`config.mk`:
```
export PLATFORM = sky130hd
export DESIGN_NAME = act_pingpong_buffer
export DESIGN_NICKNAME = d
export VERILOG_FILES = /design/src/rtl/act_pingpong_buffer.sv
export SDC_FILE = /design/constraint.sdc
export NUM_CORES = 2
export LEC_CHECK = 0
export ABC_AREA = 0
export BUFFER_PORTS_ARGS = -buffer_cell sky130_fd_sc_hd__buf_2
export CAP_MARGIN = 20
export CORE_MARGIN = 5
export CORE_UTILIZATION = 30
export CTS_CLUSTER_SIZE = 25
export DETAILED_ROUTE_END_ITERATION = 6
export GPL_ROUTABILITY_DRIVEN = 0
export SYNTH_ARGS = -nofsm -noshare
export SYNTH_HDL_FRONTEND = slang
export SYNTH_SLANG_ARGS = --single-unit
```
`constraint.sdc`:
```
create_clock -name clk -period 15.9 [get_ports clk]
set_input_delay 3.18 -clock clk [delete_from_list [all_inputs] [get_ports clk]]
set_output_delay 3.18 -clock clk [all_outputs]
set_load 0.005 [all_outputs]
```
`src/rtl/act_pingpong_buffer.sv`:
```
// Double-buffered activation store between two NN layers: the producer fills one
// bank (activation applied on write) while the consumer reads the other bank.
module act_pingpong_buffer #(
   parameter int DATA_W      = 32,
   parameter int DEPTH       = 64,
   parameter int ADDR_W      = 16,
   parameter int ACT_MODE    = 1,
   parameter int LEAKY_SHIFT = 3
) (
   input  logic              clk,
   input  logic              rst_n,
   input  logic              wr_en,
   input  logic [ADDR_W-1:0] wr_addr,
   input  logic [DATA_W-1:0] wr_data,
   input  logic              wr_last,
   output logic              wr_ready,
   input  logic              rd_en,
   input  logic [ADDR_W-1:0] rd_addr,
   input  logic              rd_release,
   output logic              rd_avail,
   output logic [DATA_W-1:0] rd_data,
   output logic              rd_valid,
   output logic              addr_err,
   output logic              ovf_err
);
   localparam int              IDX_W     = $clog2(2 * DEPTH);
   localparam logic [ADDR_W:0] DEPTH_LIM = (ADDR_W + 1)'(DEPTH);

   // Both banks share one array: bank 1 occupies words DEPTH..2*DEPTH-1.
   logic [DATA_W-1:0] mem [0:2*DEPTH-1];

   logic              wr_bank_reg, wr_bank_next;
   logic              rd_bank_reg, rd_bank_next;
   logic [1:0]        bank_full_reg, bank_full_next;
   logic              addr_err_reg, addr_err_next;
   logic              ovf_err_reg, ovf_err_next;
   logic              rd_valid_reg;
   logic [DATA_W-1:0] rd_data_reg;

   logic              wr_fire, commit, rel_fire, rd_fire;
   logic              wr_in_range, rd_in_range, wr_store;
   logic [IDX_W-1:0]  wr_idx, rd_idx;
   logic [DATA_W-1:0] act_data;

   assign wr_ready    = ~bank_full_reg[wr_bank_reg];
   assign rd_avail    = bank_full_reg[rd_bank_reg];
   assign wr_fire     = wr_en & wr_ready;
   assign commit      = wr_fire & wr_last;
   assign rel_fire    = rd_release & rd_avail;
   assign rd_fire     = rd_en & rd_avail;
   assign wr_in_range = {1'b0, wr_addr} < DEPTH_LIM;
   assign rd_in_range = {1'b0, rd_addr} < DEPTH_LIM;
   assign wr_store    = wr_fire & wr_in_range;
   assign wr_idx      = wr_bank_reg ? IDX_W'(DEPTH) + IDX_W'(wr_addr) : IDX_W'(wr_addr);
   assign rd_idx      = rd_bank_reg ? IDX_W'(DEPTH) + IDX_W'(rd_addr) : IDX_W'(rd_addr);

   always_comb begin
      act_data = wr_data;
      if (ACT_MODE == 1 && wr_data[DATA_W-1]) begin
         act_data = '0;
      end else if (ACT_MODE == 2 && wr_data[DATA_W-1]) begin
         act_data = $signed(wr_data) >>> LEAKY_SHIFT;
      end
   end

   // Commit and release always hit different banks, so both may apply on one edge.
   always_comb begin
      wr_bank_next   = wr_bank_reg;
      rd_bank_next   = rd_bank_reg;
      bank_full_next = bank_full_reg;
      addr_err_next  = addr_err_reg;
      ovf_err_next   = ovf_err_reg;
      if (commit) begin
         bank_full_next[wr_bank_reg] = 1'b1;
         wr_bank_next                = ~wr_bank_reg;
      end
      if (rel_fire) begin
         bank_full_next[rd_bank_reg] = 1'b0;
         rd_bank_next                = ~rd_bank_reg;
      end
      if ((wr_fire && !wr_in_range) || (rd_fire && !rd_in_range)) begin
         addr_err_next = 1'b1;
      end
      if ((wr_en && !wr_ready) || (rd_en && !rd_avail)) begin
         ovf_err_next = 1'b1;
      end
   end

   always_ff @(posedge clk) begin
      if (!rst_n) begin
         wr_bank_reg   <= 1'b0;
         rd_bank_reg   <= 1'b0;
         bank_full_reg <= 2'b00;
         addr_err_reg  <= 1'b0;
         ovf_err_reg   <= 1'b0;
      end else begin
         wr_bank_reg   <= wr_bank_next;
         rd_bank_reg   <= rd_bank_next;
         bank_full_reg <= bank_full_next;
         addr_err_reg  <= addr_err_next;
         ovf_err_reg   <= ovf_err_next;
      end
   end

   always_ff @(posedge clk) begin
      if (wr_store) begin
         mem[wr_idx] <= act_data;
      end
   end

   // Out-of-range reads still complete, returning zero.
   always_ff @(posedge clk) begin
      if (!rst_n) begin
         rd_data_reg  <= '0;
         rd_valid_reg <= 1'b0;
      end else begin
         rd_valid_reg <= rd_fire;
         if (rd_fire) begin
            rd_data_reg <= rd_in_range ? mem[rd_idx] : '0;
         end
      end
   end

   assign rd_data  = rd_data_reg;
   assign rd_valid = rd_valid_reg;
   assign addr_err = addr_err_reg;
   assign ovf_err  = ovf_err_reg;
endmodule

```
==> reports/results.tsv <==
stage	metric	value	unit
run_status	outcome	finished with violations	
run_status	failing checks	DRC	
critical_path	worst-path cell chain	buf_8 > buf_4 > buf_4 > buf_4 > mux4_2 > a211oi_1 > o21ai_1 > nor3_1 > a211oi_1	
cts	CTS Buf Count	387	
cts	clk_lat worst skew	0.99	ns
route	WL/cell	30.8	microns
grt	All-Layer GR Usage	16.5	%
cts	clock root buffer master	clkbuf_16	
grt	largest net degree at the start of global routing	136	
logic_synthesis	Post-synth EDFFs	3968	
placed_design	Port Buffers	105	
cts	Worst-path clk slew	0.06	ns
critical_path	CP Buf/Inv Count	4	
sta	top achievable clock speed	0.133	GHz
critical_path	critical path arrival	8.30	ns
sta	worst slew pin tran	1.25	ns
logic_synthesis	Yosys reg bits	4006	
sta	setup TNS	0	ns
logic_synthesis	count leader, synth	edfxtp_1	
cells_and_area	share of cells above drive strength 1	26.9	%
logic_synthesis	Synth top cells by count	edfxtp_1, mux4_2, mux2i_1	
sta	post-route clock skew	0.0719	ns
critical_path	CP Capture Type	register	
sta	Final period util	47.3	%
critical_path	CP Launch Type	input pin	
grt	vias in the first global route	75327	
grt	initial antenna violation count	38	
route	Antenna Violating Nets Remaining	0	
critical_path	crit path max fanout	74	
floorplanning	Rows	262	
cells_and_area	Largest register FFs	3968	
placed_design	HPWL Detailed	261000	microns
critical_path	CP required	16.67	ns
sta	Slew Limit Fails	0	
critical_path	Reg2Reg Setup Slack	11.92	ns
critical_path	WS Path Type	input pin to register	
placed_design	area of placed instances	163000	sq um
critical_path	crit-path max cell delay	1.01	ns
floorplanning	total core area	509000	sq um
logic_synthesis	Synth Cell Area	153000	sq um
floorplanning	Die H	724	microns
cts	CTS Sinks	4006	
power_and_ir_drop	Pwr Total	21.7	mW
power_and_ir_drop	PwrDens	123	nW/um^2
grt	global-route wire length before repair	613000	microns
cts	htree depth	5	
cts	TritonCTS clock tree	yes	
logic_synthesis	average cell area after synthesis	22.0	sq um
route	TritonRoute pass-1 iters	7	
min_path	Hold Path Class	register to register	
logic_synthesis	Yosys cell types	55	
logic_synthesis	Seq/Total Area, Yosys	78.4	%
critical_path	most used cell, CP	buf_4	
floorplanning	Horiz. Die Dim	724	microns
cts	CTS Buffer Depth	4	
logic_synthesis	largest cells by area after synthesis	edfxtp_1, mux4_2, mux2i_1	
cells_and_area	area delta synth->final	15.1	%
logic_synthesis	Synth Warn #	0	
cts	Setup Fix Bufs, Post-CTS	0	
sta	Hold Fails Final Rpt	0	
sta	Final setup viols	0	
logic_synthesis	prevailing post-synth register cell	edfxtp_1	
critical_path	Worst path top cell family by delay	buffers and inverters	
power_and_ir_drop	Pleak	54.3	nW
sta	final worst path period need	7.53	ns
cts	PostCTS Resize Cnt	0	
route	First DRT Iteration DRCs	10399	
power_and_ir_drop	Max rail drop VDD	85.2	uV
sta	final hold slack	0.485	ns
cells_and_area	# nets final	7426	
cells_and_area	# fillers	46770	
cells_and_area	final std cell area, no fill	176000	sq um
route	Post-route DRC	5	
route	Vias/cell	5.25	
critical_path	CP max-delay cell	nor3_1	
sta	RSZ-0062 raised after global routing	no	
sta	Slew HR	16.7	%
logic_synthesis	Synth top area share	77.9	%
logic_synthesis	Post-Synthesis Net Count	7023	
logic_synthesis	fraction of registers with async set/reset	0	%
logic_synthesis	post-synth top area cell	edfxtp_1	
floorplanning	I/O pin cnt	107	
floorplanning	DIE AREA	524000	sq um
logic_synthesis	Cells after Synth	6953	
route	total wire length	444000	microns
route	vias post-DR	75757	
grt	grt ovf	0	
cts	hold buffer count at CTS	0	
job	max_cap viols	0	
floorplanning	Initial Utilization	30.1	%
per-stage QoR:
step	setup WS, ns	cells	util [%]
floorplan	8.56	6953	-
detailed placement	7.60	13690	32.1
finish	8.37	14425	34.6
global route	8.38	14410	34.6
global placement	7.61	13686	32.1
CTS	8.58	14400	34.6
report_power, final:
| group | total [mW] | internal, mW | switching [mW] |
|---|---|---|---|
| combinational | 1.07 | 0.326 | 0.741 |
| sequential | 11.6 | 11.6 | 0.00176 |
| clock | 9.05 | 5.03 | 4.01 |
layout make-up:
| class | instances | area, sq um | area share, % |
|---|---|---|---|
| clock inverters | 233 | 2320 | 1.32 |
| repair buffers | 412 | 3080 | 1.75 |
| inverters | 6 | 22.5 | 0.0128 |
| multi-input cells | 2543 | 32100 | 18.2 |
| clock buffers | 477 | 10200 | 5.78 |
| well taps | 6732 | 8420 | 4.78 |
| diodes | 16 | 40.0 | 0.0227 |
| flip-flops and latches | 4006 | 120000 | 68.1 |
routing by layer:
layer	vias to the layer above	wire (microns)	track usage, %	part of all wire, %
li1	30217	-	-	-
met1	40807	168000	21.7	38
met2	4060	212000	26.6	48
met3	659	47500	4.43	11
met4	14	16500	5.66	3.7
met5	-	103	0	0.023
worst paths after layout:
check,from,endpoint,depth (start not counted)
max reg2reg,wr_bank_reg$_SDFFE_PN0N_,mem[25][17]$_DFFE_PP_,4
max,rd_addr[1],rd_data[14]$_SDFFE_PN0N_,9
min reg2reg,ovf_err$_SDFFE_PN0P_,ovf_err$_SDFFE_PN0P_,1
min,ovf_err$_SDFFE_PN0P_,ovf_err$_SDFFE_PN0P_,1
cells by family after synthesis:
family	count (synthesis)	share of synthesized area, %
flops	4006	78.4
compound gates	748	3.21
other cells	1	0.00245
mux	1242	15.3
xor+xnor	5	0.0385
simple gates	547	1.66
buf+inv	404	1.45
worst register-to-register path, cell delays in order (launching register included):
cell,delay (ns)
dfxtp_1,0.39
xnor2_2,0.91
nand3_1,1.00
nor2_4,0.86
buf_4,0.47
cell usage in the layout (no fill, tap or decap), types with 77 or more instances in the layout:
master | Yosys | routed
a211oi_1 | 77 | 77
a21oi_1 | 128 | 128
a22oi_1 | 241 | 241
buf_2 | 76 | 101
buf_4 | 68 | 289
clkbuf_16 | 0 | 387
clkinv_1 | 0 | 82
edfxtp_1 | 3968 | 3968
mux2i_1 | 344 | 344
mux4_2 | 868 | 868
nand2_1 | 145 | 138
nor2_4 | 0 | 129
o21ai_1 | 84 | 84
o22ai_1 | 126 | 126
(Power assumes the default switching activity.)
